===== config.mk =====
export PLATFORM = sky130hd
export DESIGN_NAME = osl_tx_arbiter
export DESIGN_NICKNAME = d
export VERILOG_FILES = /design/src/rtl/osl_tx_arbiter.sv
export SDC_FILE = /design/constraint.sdc
export NUM_CORES = 1
export LEC_CHECK = 0
export ABC_CLOCK_PERIOD_IN_PS = 1700
export CAP_MARGIN = 10
export CELL_PAD_IN_SITES_DETAIL_PLACEMENT = 1
export CELL_PAD_IN_SITES_GLOBAL_PLACEMENT = 2
export CORE_MARGIN = 3
export CORE_UTILIZATION = 20
export DETAILED_ROUTE_END_ITERATION = 7
export PLACE_DENSITY = 0.85
export SLEW_MARGIN = 15
export SYNTH_ARGS = -nofsm -noshare
export SYNTH_HDL_FRONTEND = slang
export SYNTH_SLANG_ARGS = --single-unit

===== constraint.sdc =====
create_clock -name clk -period 1.7 [get_ports clk]
set_input_delay 0.34 -clock clk [delete_from_list [all_inputs] [get_ports clk]]
set_output_delay 0.34 -clock clk [all_outputs]
set_load 0.02 [all_outputs]

===== src/rtl/osl_tx_arbiter.sv =====
// rtl/osl_tx_arbiter.sv - round-robin arbiter sharing one osl_rxtx transmit host port
module osl_tx_arbiter #(
    parameter int WORDSZ  = 32,
    parameter int NREQ    = 4,
    parameter int IDW     = 2,
    parameter int TIMEOUT = 1023
) (
    input  logic                   clk,
    input  logic                   resetb,
    input  logic [NREQ-1:0]        req,
    input  logic [NREQ*WORDSZ-1:0] req_data,
    output logic [NREQ-1:0]        ack,
    output logic [IDW-1:0]         grant_id,
    input  logic                   link_dir,
    output logic                   link_wr,
    output logic [WORDSZ-1:0]      link_din,
    output logic                   busy,
    output logic                   timeout_err
);

    typedef enum logic [1:0] {IDLE, HOLD, DRAIN} state_t;

    localparam logic [15:0] TIMEOUT_CNT = 16'(TIMEOUT);

    state_t              state_q;
    logic [15:0]         cnt_q;
    logic [IDW-1:0]      grant_id_q;
    logic [NREQ-1:0]     ack_q;
    logic                link_wr_q;
    logic [WORDSZ-1:0]   link_din_q;
    logic                timeout_err_q;

    logic [WORDSZ-1:0]   data_a [NREQ];
    logic                win_vld;
    logic [IDW-1:0]      win_id;

    for (genvar i = 0; i < NREQ; i++) begin : g_unpack
        assign data_a[i] = req_data[i*WORDSZ +: WORDSZ];
    end

    // Scan starts one past the last grant, so the last winner has lowest priority.
    always_comb begin
        win_vld = 1'b0;
        win_id  = '0;
        for (int k = 1; k <= NREQ; k++) begin
            logic [IDW-1:0] cand;
            cand = IDW'((int'(grant_id_q) + k) % NREQ);
            if (!win_vld && req[cand]) begin
                win_vld = 1'b1;
                win_id  = cand;
            end
        end
    end

    always_ff @(posedge clk) begin
        if (!resetb) begin
            state_q       <= IDLE;
            cnt_q         <= '0;
            grant_id_q    <= IDW'(NREQ - 1);
            ack_q         <= '0;
            link_wr_q     <= 1'b0;
            link_din_q    <= '0;
            timeout_err_q <= 1'b0;
        end else begin
            ack_q         <= '0;
            link_wr_q     <= 1'b0;
            timeout_err_q <= 1'b0;
            case (state_q)
                IDLE: begin
                    if (link_dir && win_vld) begin
                        link_din_q <= data_a[win_id];
                        link_wr_q  <= 1'b1;
                        ack_q      <= NREQ'(1) << win_id;
                        grant_id_q <= win_id;
                        cnt_q      <= '0;
                        state_q    <= HOLD;
                    end
                end
                HOLD: begin
                    cnt_q <= cnt_q + 16'd1;
                    if (!link_dir) begin
                        state_q <= DRAIN;
                    end else if (cnt_q + 16'd1 == TIMEOUT_CNT) begin
                        // Word counts as delivered; no retry.
                        timeout_err_q <= 1'b1;
                        state_q       <= IDLE;
                    end
                end
                DRAIN: begin
                    if (link_dir) begin
                        state_q <= IDLE;
                    end
                end
                default: state_q <= IDLE;
            endcase
        end
    end

    assign ack         = ack_q;
    assign grant_id    = grant_id_q;
    assign link_wr     = link_wr_q;
    assign link_din    = link_din_q;
    assign busy        = (state_q != IDLE);
    assign timeout_err = timeout_err_q;

endmodule


==> flow_metrics.env, run 1 <==
export IMPL_p_per_area_nw_per_um2=793
export IMPL_clock_root_buffer="clkbuf_16"
export IMPL_synth_top_cell_by_area="dfxtp_1"
export IMPL_p_leak_uw=0.00264
export IMPL_antenna_found_initial=0
export IMPL_clk_latency_ns=0.33
export IMPL_drv_cap=0
export IMPL_hold_class="in2reg"
export IMPL_grt_pass1_vias=4827
export IMPL_worst_r2r_setup_slack_ns=0.01
export IMPL_synth_seq_cells=58
export IMPL_synth_common_cells="and3_1, a211oi_1, dfxtp_1"
export IMPL_synth_most_common_cell="and3_1"
export IMPL_tns_ns=0
export IMPL_synth_top_cells_by_area="dfxtp_1, a211oi_1, and3_1"
export IMPL_fin_skew_ns=0.00527
export IMPL_yosysTopAreaCellShare_pct=31.3
export IMPL_nNetsFinal=788
export IMPL_num_vias=4449
export IMPL_regArea_um2=1170
export IMPL_initial_utilization_pct=20.5
export IMPL_fin_crit_sh_pct=99.9
export IMPL_finalHoldViolCount=0
export IMPL_fin_cells=885
export IMPL_ys_seq_area_share_pct=31.3
export IMPL_drc=0
export IMPL_portBuffers=175
export IMPL_cts_tree="built"
export IMPL_whs_ns=0.442
export IMPL_report_final_slew_viol_count=0
export IMPL_synthArstFlopShare_pct=0
export IMPL_critical_path_startpoint="req[0]"
export IMPL_status="complete, no violations"
export IMPL_diodes=0
export IMPL_vdd_drop_max_mv=0.494
export IMPL_fin_area_um2=6710
export IMPL_ys_warnings_count=0
export IMPL_clkTransAtPathRegs_ns=0.05
export IMPL_critPathRequiredTime_ns=1.91
export IMPL_endpoint="link_din[29]"
export IMPL_critPathMaxFanout=14
export IMPL_synth_nets=600
export IMPL_fmax_mhz=589
export IMPL_die_y_um=142
export IMPL_rsz0062_at_grt="true"
export IMPL_coreArea_um2=18100
export IMPL_die_area_um2=20200
export IMPL_drt_initial_drc_count=212
export IMPL_placed_area_um2=5980
export IMPL_grt_pass1_wl_um=26100
export IMPL_syn_area_um2=3710
export IMPL_gpl_final_weighted_congestion=0.787
export IMPL_synthCells=463
export IMPL_post_route_min_period_ns=1.70
export IMPL_pin_count=176
export IMPL_ys_dominant_reg_cell="dfxtp_1"
export IMPL_dieWidth_um=142
export IMPL_yosysUniqueCellTypes=53
export IMPL_routedWlPerCell_um=19.8
export IMPL_place_inst=861
export IMPL_drive_gt1_share_pct=20.4
export IMPL_first_pass_iters=4
export IMPL_setup_violations=0
export IMPL_fillers=2040
export IMPL_r2r_start="grant_id[1]"
export IMPL_worstMarginPinSlew_ns=0.434
export IMPL_std_cell_rows=49
export IMPL_wl_um=17500
export IMPL_crit_type="in2reg"
export IMPL_final_util_pct=37.1
export IMPL_final_antenna_net_count=0
export IMPL_area_growth_syn_to_layout_pct=80.6
export IMPL_avgSynthCellArea_um2=8.02
export IMPL_h_tree_depth=3
export IMPL_r2r_cells=6
export IMPL_hold_buffers=0
export IMPL_numCtsBuffers=9
export IMPL_multiInputGateArea_um2=2560
export IMPL_hpwlAfterDp_um=12200
export IMPL_grt_overflow_total=0
export IMPL_synth_edf_count=0
export IMPL_cts_buffer_depth=2
export IMPL_drt_vias_per_instance=5.03
export IMPL_grt_start_max_net_pins=66
export IMPL_clkSinkCount=58
export IMPL_worstSetupStartpointType="primary input"
export IMPL_crit_path_end_kind="register"
export IMPL_grt_usage_pct=16.3
export IMPL_r2r_end="link_din[29]"
export IMPL_slew_headroom_pct=70.7
export IMPL_arrival_ns=1.90
[power breakdown]
part           switching, uW  internal, uW  total (uW)
clock network            639          1320        1960
registers               57.6          1460        1520
logic                    924           925        1850
total                   1620          3700        5320
[logic make-up (layout without fill, tap and decap cells)]
kind of cell,after synthesis,after routing,synth area share (%)
simple gates,184,185,28.8
buf+inv,60,252,8.08
fa+ha+maj,2,2,0.674
compound gates,154,154,30.0
mux,1,1,0.303
flops,58,58,31.3
xor+xnor,4,4,0.943
[repair_timing]
item                                    CTS  global route
setup buffers                             1             1
endpoints found under the setup margin   58            42
gates cloned                              3             3
gates resized for setup                  35            35
pin swaps                                 5             8
[flip-flops by register name, summed over array words and instances (netlist names)]
| register | count |
|---|---|
| grant_id | 2 |
| ack | 4 |
| link_wr | 1 |
| state_q | 2 |
| timeout_err | 1 |
| cnt_q | 16 |
| link_din | 32 |
[critical path, cell delays in order]
cell	delay (ns)
clkdlybuf4s15_1	0.27
o21a_1	0.26
o21ai_4	0.26
nand2_4	0.14
buf_4	0.23
a211oi_1	0.28
o31ai_1	0.11
[per-layer routing]
layer	share of wire, %	track usage (%)	wire length, um	vias to the layer above
li1	-	-	-	2136
met1	44	20.0	7640	2162
met2	49	27.7	8570	132
met3	5.8	5.21	1010	19
met4	1.5	3.89	263	0
met5	0	0	0	-
[through the flow]
stage               setup WS (ns)  total power (uW)
global route               -0.113              5580
floorplan                -0.00612              2290
CTS                      -0.00699              5250
finish                    0.00254              5320
detailed placement         -0.708              3140
global placement           -0.701              3110
[final cells by class]
class,instances,share of cell area [%]
clock buffers,11,3.62
clock inverters,5,1.16
well taps,229,4.27
repair buffers,231,35.1
flip-flops and latches,58,17.5
multi-input cells,346,38.2
inverters,5,0.280
[worst min-delay path by stage]
stage                     cells after the start         start  slack [ns]            to
after floorplan                               1      link_dir        0.42    state_q[1]
after global placement                        2  link_din[12]        0.46  link_din[12]
after detailed placement                      2  link_din[12]        0.47  link_din[12]
after CTS                                     2        resetb        0.44     cnt_q[15]
after global routing                          2        resetb        0.45     cnt_q[14]
final                                         2        resetb        0.44     cnt_q[15]
[cells in the final DEF, fill, tap and decap left out, types with 4 or more instances in the layout]
| master | n |
|---|---|
| clkbuf_16 | 12 |
| o21ai_0 | 12 |
| clkdlybuf4s50_1 | 166 |
| nor3_1 | 7 |
| and3_1 | 65 |
| buf_12 | 7 |
| o211ai_1 | 4 |
| dfxtp_1 | 54 |
| nand2_1 | 18 |
| a211oi_4 | 6 |
| inv_1 | 5 |
| nand3_1 | 42 |
| a21oi_1 | 11 |
| nor2b_1 | 5 |
| a211oi_2 | 21 |
| a21boi_0 | 4 |
| dlygate4sd2_1 | 5 |
| nor2_1 | 17 |
| a211oi_1 | 37 |
| a31oi_1 | 5 |
| buf_4 | 41 |
| o31ai_1 | 31 |
Power figures use the tool's default switching activity.
==> inputs of run 2 (changes only) <==
--- a/config.mk
+++ b/config.mk
@@ -5,14 +5,15 @@
 export SDC_FILE = /design/constraint.sdc
 export NUM_CORES = 1
 export LEC_CHECK = 0
+export ABC_AREA = 1
 export ABC_CLOCK_PERIOD_IN_PS = 1700
 export CAP_MARGIN = 10
 export CELL_PAD_IN_SITES_DETAIL_PLACEMENT = 1
 export CELL_PAD_IN_SITES_GLOBAL_PLACEMENT = 2
 export CORE_MARGIN = 3
-export CORE_UTILIZATION = 20
+export CORE_UTILIZATION = 18
 export DETAILED_ROUTE_END_ITERATION = 7
-export PLACE_DENSITY = 0.85
+export PLACE_DENSITY = 0.84
 export SLEW_MARGIN = 15
 export SYNTH_ARGS = -nofsm -noshare
 export SYNTH_HDL_FRONTEND = slang
==> flow_metrics.env, run 2 <==
export IMPL_crit_path_end_kind="register"
export IMPL_drt_vias_per_instance=4.28
export IMPL_violations="setup timing"
export IMPL_grt_pass1_wl_um=28300
export IMPL_die_area_um2=24200
export IMPL_worstSetupStartpointType="register"
export IMPL_placed_area_um2=6630
export IMPL_report_final_slew_viol_count=0
export IMPL_coreArea_um2=21900
export IMPL_power_switching_uw=6100
export IMPL_p_per_area_nw_per_um2=1720
export IMPL_synth_nets=837
export IMPL_final_antenna_net_count=0
export IMPL_grt_pass1_vias=5421
export IMPL_ys_dominant_reg_cell="dfxtp_1"
export IMPL_ys_warnings_count=0
export IMPL_grt_start_max_net_pins=38
export IMPL_dieWidth_um=155
export IMPL_first_pass_iters=4
export IMPL_synthCells=700
export IMPL_worst_slack_ns=-0.306
export IMPL_portBuffers=175
export IMPL_synth_common_cells="nand2_1, nand3_1, inv_1"
export IMPL_drv_cap=0
export IMPL_cts_buffer_depth=2
export IMPL_ys_seq_area_share_pct=28.9
export IMPL_fin_area_um2=7920
export IMPL_status="finished with violations"
export IMPL_clk_latency_ns=0.34
export IMPL_dp_slack_ns=-0.621
export IMPL_crit_type="reg2reg"
export IMPL_std_cell_rows=54
export IMPL_p_comb_share_pct=72.5
export IMPL_hpwlAfterDp_um=13600
export IMPL_pin_count=176
export IMPL_initial_utilization_pct=18.4
export IMPL_largest_reg_flops=32
export IMPL_p_leak_uw=0.00369
export IMPL_seqPwrFrac_pct=14.2
export IMPL_antenna_found_initial=0
export IMPL_clock_power_share_pct=13.2
export IMPL_fin_crit_sh_pct=118
export IMPL_critPathMaxFanout=6
export IMPL_nNetsFinal=1088
export IMPL_tns_ns=-10.09
export IMPL_hold_class="reg2reg"
export IMPL_num_vias=5285
export IMPL_clkTransAtPathRegs_ns=0.06
export IMPL_die_y_um=155
export IMPL_clock_root_buffer="clkbuf_16"
export IMPL_finalHoldViolCount=0
export IMPL_final_common_cell="nand2_1"
export IMPL_synth_seq_cells=58
export IMPL_synth_top_cells_by_area="dfxtp_1, nand2_1, nand3_1"
export IMPL_synth_top_cell_by_area="dfxtp_1"
export IMPL_numCtsBuffers=9
export IMPL_fmax_mhz=498
export IMPL_setup_violations=54
export IMPL_drc=0
export IMPL_grt_usage_pct=14.8
export IMPL_fillers=2733
export IMPL_synth_most_common_cell="nand2_1"
export IMPL_avgSynthCellArea_um2=5.75
export IMPL_r2r_start="grant_id[0]"
export IMPL_post_route_min_period_ns=2.01
export IMPL_h_tree_depth=3
export IMPL_internal_power_uw=7550
export IMPL_worst_r2r_setup_slack_ns=-0.31
export IMPL_worstMarginPinSlew_ns=0.291
export IMPL_yosysTopAreaCellShare_pct=28.9
export IMPL_area_growth_syn_to_layout_pct=96.9
export IMPL_layout_common_cells="nand2_1, clkdlybuf4s50_1, nand3_1"
export IMPL_drt_initial_drc_count=140
export IMPL_wl_um=19600
export IMPL_yosysUniqueCellTypes=32
export IMPL_grt_overflow_total=0
export IMPL_switching_share_pct=44.7
export IMPL_drive_gt1_share_pct=25.1
export IMPL_critPathRequiredTime_ns=1.93
export IMPL_clkSinkCount=58
export IMPL_synthArstFlopShare_pct=0
export IMPL_critical_path_startpoint="grant_id[0]"
export IMPL_arrival_ns=2.24
export IMPL_cts_tree="built"
export IMPL_synth_edf_count=0
export IMPL_worstHoldStart="link_din[12]"
export IMPL_routedWlPerCell_um=15.8
export IMPL_gpl_final_weighted_congestion=0.785
export IMPL_diodes=0
export IMPL_slew_headroom_pct=80.6
export IMPL_syn_area_um2=4020
export IMPL_vdd_drop_max_mv=0.719
export IMPL_rsz0062_at_grt="true"
export IMPL_fin_skew_ns=0.00793
==> run 2: kinds of logic after synthesis <==
kind of cell             synth area share, %
adder cells (fa/ha/maj)                0.622
XOR/XNOR                                1.09
AND/OR/NAND/NOR                         51.5
buffers and inverters                   13.4
flip-flops                              28.9
AO/OA/AOI/OAI                           4.51
==> run 2: final timing paths <==
path	endpoint	cells past startpoint
worst max-delay path	link_din[26]	16
worst min-delay path	link_din[12]	2
worst max register to register	link_din[26]	16
worst min register to register	link_din[12]	2
==> run 2: power by group through the flow <==
| stage | Clock [uW] | Sequential (uW) | Combinational [uW] |
|---|---|---|---|
| global route | 1920 | 1980 | 10800 |
| global placement | 0 | 1960 | 7110 |
| finish | 1810 | 1940 | 9910 |
| CTS | 1870 | 1940 | 7800 |
| detailed placement | 0 | 1960 | 7160 |
| floorplan | 0 | 2310 | 3830 |
==> run 2: routing by layer <==
metal	wire, um	GRT usage, %	vias to the layer above	share of wire, %
met5	0	0	-	0
met4	405	4.96	0	2.1
met3	1120	4.59	27	5.7
met2	9560	24.7	117	49
met1	8510	18.0	2445	43
li1	-	-	2696	-
==> run 2: final cells by class <==
cell class	count	area, um2	share of cell area [%]
timing repair buffer	275	2950	37.3
multi-input combinational	519	2800	35.4
sequential	58	1170	14.8
inverter	88	359	4.53
tap	280	350	4.42
clock buffer	14	274	3.46
clock inverter	2	10.0	0.126
==> run 2: critical path, stage by stage, from the launching register on <==
cell and delay (ns):
dfxtp_4 0.38, buf_6 0.14, nand2_4 0.06, nand2_2 0.06, nand2_2 0.08, nand2_2 0.07
nor2_4 0.14, nand3_4 0.12, nand2_8 0.11, nand2_8 0.07, buf_6 0.14, buf_12 0.12
clkbuf_16 0.15, nand2_2 0.06, nand3_2 0.07, nand3_2 0.07, nand2_1 0.04
==> run 2: timing repair <==
action,in CTS,in global routing
buffers inserted,4,13
endpoints found under the setup margin,62,58
pin swaps,8,55
hold buffers,0,0
resized for setup,47,129
hold endpoints to repair,0,0
cloned,2,11
==> run 2: metrics by stage <==
step / std cells / total power [uW] / util [%] / hold WS (ns)
floorplan: 700 / 6140 / - / 0.418
global placement: 1193 / 9080 / 30.3 / 0.439
detailed placement: 1193 / 9120 / 30.3 / 0.448
CTS: 1215 / 11600 / 32.6 / 0.460
global route: 1236 / 14700 / 36.2 / 0.476
finish: 1236 / 13700 / 36.2 / 0.455
==> edit 1, RTL diff (flow settings as in run 1) <==
Re-encode `state_t` (3 states) as one-hot, 3 bits wide.
--- a/src/rtl/osl_tx_arbiter.sv
+++ b/src/rtl/osl_tx_arbiter.sv
@@ -20,3 +20,3 @@
 
-    typedef enum logic [1:0] {IDLE, HOLD, DRAIN} state_t;
+    typedef enum logic [2:0] {IDLE = 3'b001, HOLD = 3'b010, DRAIN = 3'b100} state_t;
 
Function: same outputs for any inputs over 4 cycles, from zero or initial values and one cycle with resetb low; so few cycles prove little.
==> edit 1 against run 1 <==
- the flow now finishes with violations (negative setup slack)
- first-iteration DRC count decreased by 41%
- fmax decreased by 6.8%
- wire length fell by 14%
- area after synthesis is 6.0% lower
- critical path depth shrank 1
- total power fell by 3.8%
- cell area decreased by 3.2%
- non-clock buffer count is 14 higher
- setup slack worse by 120 ps
- sequential cell count up 1
- critical path type is now flip-flop to flip-flop
- highest routed layer unchanged
==> edit 1: results (changes against run 1) <==
| Metric | Value |
|---|---|
| RePlAce Congestion | `0.855 (was 0.787)` |
| Worst path slowest cell | `mux4_2 (was a211oi_1)` |
| Clock Tree Root | `clkbuf_16 (unchanged)` |
| HPWL after DPL | `11.1 mm (was 12.2 mm)` |
| Seq/Total Area, Yosys | `33.8% (was 31.3%)` |
| Pre-CTS WS | `-749 ps (was -708 ps)` |
| Async SR Flop Fraction | `0% (unchanged)` |
| Placed insts | `767 (was 861)` |
| CP max stage delay | `520 ps (was 280 ps)` |
| Capture point of the critical path | `link_din[20] (was link_din[29])` |
| Slew @ Worst Pin | `375 ps (was 434 ps)` |
| Startpoint Class | `flip-flop (was primary input)` |
| Clock skew | `6.95 ps (was 5.27 ps)` |
| DR iter-0 viols | `125 (was 212)` |
| Violated checks | `negative setup slack` |
| RR Startpoint | `grant_id[1] (unchanged)` |
| Ys Warns | `0 (unchanged)` |
| Area contributors post-synth | `dfxtp_1 34%, mux4_2 17%, o2bb2ai_1 8.3% (was dfxtp_1 31%, a211oi_1 13%, and3_1 11%)` |
| CTS buffer count | `9 (unchanged)` |
| Outcome | `finished with violations (was finished, final reports clean)` |
| Vias | `3810 (was 4449)` |
| Fin worst setup slack | `-122 ps (was 2.54 ps)` |
| Synthesized instance count | `345 (was 463)` |
| Largest net degree at the start of global routing | `27 (was 66)` |
| Hold Crit Class | `primary input to flip-flop (unchanged)` |
| Setup TNS | `-2940 ps (was 0 ps)` |
| First-pass GRT wire length | `23.2 mm (was 26.1 mm)` |
| Leakage | `2.37 nW (was 2.64 nW)` |
| Fillers | `1880 (was 2040)` |
| CP arrival | `2050 ps (was 1900 ps)` |
| GR Util met3 | `2.87% (was 5.21%)` |
| Syn nets | `482 (was 600)` |
| Clock-pin slew on the worst setup and hold paths | `60 ps` |
| # port buffers | `175 (unchanged)` |
| Crit-path leading delay family | `multiplexers (was compound AO/OA/AOI/OAI gates)` |
| # setup viols final | `34 (was 0)` |
| Commonest cells in the netlist | `59 x dfxtp_1, 54 x nand2_1, 33 x o2bb2ai_1, 26 x mux4_2, 21 x nor2_1 (was 67 x and3_1, 64 x a211oi_1, 58 x dfxtp_1, 44 x nand3_1, 32 x o31ai_1)` |
| FF-to-FF path depth | `6 (unchanged)` |
| Routed WL | `15.0 mm (was 17.5 mm)` |
| CTS Buffer Depth | `2 (unchanged)` |
| Clock Latency Late Sink | `340 ps` |
| DR pass1 iterations | `4 (unchanged)` |
| Final #Nets | `708 (was 788)` |
| Gr usage total | `15.4% (was 16.3%)` |
| Cell Count, Final, Fillers Out | `796 (was 885)` |
| Initial antenna violation count | `0 (unchanged)` |
| Antenna cell count | `0 (unchanged)` |
| Max FO, Critical Path | `7 (was 14)` |
| Global-route met2 utilization | `28.2% (was 27.7%)` |
| VDD IR-drop max | `430 µV (was 494 µV)` |
| Met1 GRT Util | `17.9% (was 20.0%)` |
| Largest register FFs | `32 (unchanged)` |
| Yosys cell types | `54 (was 53)` |
| Layout cell share with drive strength beyond 1 | `28.1% (was 20.4%)` |
| Vias in the first global route | `4218 (was 4827)` |
| H-Tree Depth | `3 (unchanged)` |
[edit 1: timing repair]
item | in CTS | in global routing
setup endpoints to repair | 61 | 50
pin swaps | 14 | 8
gates resized for setup | 56 | 25
buffers inserted | 4 | 4
gates cloned | 4 | 1
[edit 1: routing by layer]
metal | up-vias | share of wire [%]
met4 | 0 | 2.2
li1 | 1763 | -
met3 | 22 | 4.8
met5 | - | 0
met1 | 1893 | 40
met2 | 132 | 53
[edit 1: final cells by class]
cell class / count / area [µm²] / area share (%)
Timing Repair Buffer: 245 / 2430 / 37.4
Multi-Input combinational cell: 250 / 2260 / 34.7
Sequential cell: 59 / 1200 / 18.4
Tap cell: 220 / 275 / 4.24
Clock buffer: 9 / 225 / 3.47
Clock inverter: 7 / 91.3 / 1.41
Inverter: 6 / 22.5 / 0.347
[edit 1: logic make-up (layout without fill, tap and decap cells)]
kind of cell / after synthesis / count (layout) / share of synthesized area [%]
buffers and inverters: 36 / 267 / 6.06
DFF: 59 / 59 / 33.8
muxes: 33 / 33 / 21.6
and+or+nand+nor: 124 / 124 / 18.1
adders and majority gates: 2 / 2 / 0.717
xor gates and xnor gates: 5 / 5 / 1.25
AOI/OAI and AO/OA: 86 / 86 / 18.5
[edit 1: worst min path at each step]
| stage | from | endpoint | slack (ps) | cells after the start |
|---|---|---|---|---|
| floorplan | cnt_q[11] | cnt_q[11] | 470 | 1 |
| global placement | link_din[29] | link_din[29] | 450 | 2 |
| detailed placement | link_din[13] | link_din[13] | 450 | 2 |
| CTS | resetb | cnt_q[6] | 360 | 2 |
| global route | resetb | cnt_q[5] | 360 | 2 |
| finish | resetb | cnt_q[5] | 360 | 2 |
[edit 1: where the power goes]
group          total (W)  internal (W)  switching [W]
Clock            0.00198       0.00128       0.000701
Sequential       0.00154       0.00148      0.0000583
Combinational    0.00161      0.000960       0.000646
[edit 1: metrics by stage]
stage	instance area (µm²)	total power [W]
after floorplan	3520	0.00228
after global placement	5830	0.00293
after CTS	6400	0.00516
final	6500	0.00512
after detailed placement	5830	0.00298
after global routing	6500	0.00534
==> edit 2, RTL diff (flow settings as in run 1) <==
Made on the original files. Set the parameter `NREQ` to 2 (it was 4).
--- a/src/rtl/osl_tx_arbiter.sv
+++ b/src/rtl/osl_tx_arbiter.sv
@@ -3,3 +3,3 @@
     parameter int WORDSZ  = 32,
-    parameter int NREQ    = 4,
+    parameter int NREQ    = 2,
     parameter int IDW     = 2,
Interface: changed (resized ack, req and req_data); port bits go from 176 to 108. The function was not compared with the original's and may differ.
==> edit 2 against run 1 <==
- first-iteration DRC count decreased by 62%
- sequential cell count decreased by 3
- wire length decreased by 50%
- setup slack improved by 19 ps
- via count decreased by 38%
- area after synthesis decreased by 27%
- highest routed layer unchanged
- sequential share of layout area increased by 7.6 points
- die area decreased by 26%
- total power decreased by 39%
- cell area decreased by 34%
- worst hold slack improved by 60 ps
==> edit 2: results (changes against run 1) <==
| Metric | Value |
|---|---|
| CTS Buffer Depth | `2 (unchanged)` |
| Fillers | `1547 (was 2040)` |
| Clock Latency Late Sink | `300 ps (was 330 ps)` |
| Largest register FFs | `32 (unchanged)` |
| Commonest cells in the netlist | `55 x dfxtp_1, 46 x nand2_1, 34 x o211a_1, 32 x mux2i_1, 15 x nor2_1 (was 67 x and3_1, 64 x a211oi_1, 58 x dfxtp_1, 44 x nand3_1, 32 x o31ai_1)` |
| Post-CTS setup buffers | `0 (was 1)` |
| HPWL after DPL | `6.60 mm (was 12.2 mm)` |
| Crit path kind | `flip-flop to flip-flop (was primary input to flip-flop)` |
| Clock-pin slew on the worst setup and hold paths | `80 ps (was 50 ps)` |
| HP Start | `link_din[9] (was resetb)` |
| Max FO, Critical Path | `5 (was 14)` |
| Vias in the first global route | `2890 (was 4827)` |
| Global-route met2 utilization | `19.9% (was 27.7%)` |
| CP arrival | `1870 ps (was 1900 ps)` |
| GR Util met3 | `4.61% (was 5.21%)` |
| Wire length on met3 | `773 µm (was 1.01 mm)` |
| Hold Crit Class | `flip-flop to flip-flop (was primary input to flip-flop)` |
| Routed wl met2 | `4.28 mm (was 8.57 mm)` |
| Syn nets | `374 (was 600)` |
| H-Tree Depth | `2 (was 3)` |
| Sw Share | `27.9% (was 30.4%)` |
| First-pass GRT wire length | `14.3 mm (was 26.1 mm)` |
| Layout cell share with drive strength beyond 1 | `14.2% (was 20.4%)` |
| RePlAce Congestion | `0.750 (was 0.787)` |
| Seq/Total Area, Yosys | `40.3% (was 31.3%)` |
| Placed insts | `596 (was 861)` |
| Initial antenna violation count | `0 (unchanged)` |
| PostCTS Resize Cnt | `9 (was 35)` |
| Cell Count, Final, Fillers Out | `606 (was 885)` |
| Area contributors post-synth | `dfxtp_1 40%, o211a_1 12%, mux2i_1 12% (was dfxtp_1 31%, a211oi_1 13%, and3_1 11%)` |
| Routed WL | `8.79 mm (was 17.5 mm)` |
| Outcome | `finished, final reports clean (unchanged)` |
| CTS buffer count | `5 (was 9)` |
| Leakage | `1.99 nW (was 2.64 nW)` |
| RR Startpoint | `cnt_q[9] (was grant_id[1])` |
| Clock Tree Root | `clkbuf_16 (unchanged)` |
| Largest net degree at the start of global routing | `48 (was 66)` |
| Synthesized instance count | `303 (was 463)` |
| Yosys cell types | `38 (was 53)` |
| VDD IR-drop max | `371 µV (was 494 µV)` |
| Met1 wire length | `3.63 mm (was 7.64 mm)` |
| Met1 GRT Util | `13.7% (was 20.0%)` |
| Final #Nets | `500 (was 788)` |
| DR iter-0 viols | `80 (was 212)` |
| Pre-CTS WS | `-209 ps (was -708 ps)` |
| Vias | `2745 (was 4449)` |
| Clock skew | `2.13 ps (was 5.27 ps)` |
| Gr usage total | `11.8% (was 16.3%)` |
| # port buffers | `106 (was 175)` |
## edit 2: cell types whose count changed in the layout (fill, tap and decap cells not counted), moves of 29 or more
cell	before	now
clkdlybuf4s50_1	166	104
nand3_1	42	13
and3_1	65	4
o31ai_1	31	1
o211a_1	1	33
mux2i_1	0	32
a211oi_1	37	0
## edit 2: power groups by stage
stage                     clock [W]  combinational, W  sequential, W
final                       0.00107          0.000782        0.00141
after global routing        0.00117          0.000845        0.00142
after CTS                   0.00112          0.000793        0.00141
after detailed placement          0          0.000792        0.00144
after global placement            0          0.000775        0.00144
after floorplan                   0          0.000263        0.00153
## edit 2: kinds of logic after synthesis
logic type	Yosys count	synth area share (%)
AOI/OAI and AO/OA	66	20.0
xor gates and xnor gates	8	2.57
adders and majority gates	2	0.917
buffers and inverters	27	4.31
DFF	55	40.3
muxes	32	11.7
other	1	0.137
and+or+nand+nor	112	19.9
## edit 2: area by class of cell
class	instances	share of cell area (%)
Inverter	5	0.424
Clock inverter	3	0.509
Timing Repair Buffer	141	30.8
Multi-Input combinational cell	221	35.4
Sequential cell	55	25.1
Clock buffer	5	2.83
Tap cell	176	4.97
## edit 2: final timing paths
kind                            slack [ps]  cells after the start     endpoint
worst max register to register          20                      5  timeout_err
worst min-delay path                   500                      1  link_din[9]
worst min register to register         500                      1  link_din[9]
worst max-delay path                    20                      5  timeout_err
## edit 2: critical path, cell delays in order (launching register included)
cell     delay, ps
dfxtp_1        400
nand4_1        240
nor4_2         360
xor2_1         260
nor3_1         100
and3_1         210
## edit 2: stage by stage
stage | total power (W) | instance area [µm²] | utilization, %
global route | 0.00344 | 4430 | 33.3
finish | 0.00326 | 4430 | 33.3
global placement | 0.00221 | 4210 | 31.6
CTS | 0.00332 | 4380 | 33.0
floorplan | 0.00179 | 2730 | -
detailed placement | 0.00223 | 4210 | 31.6
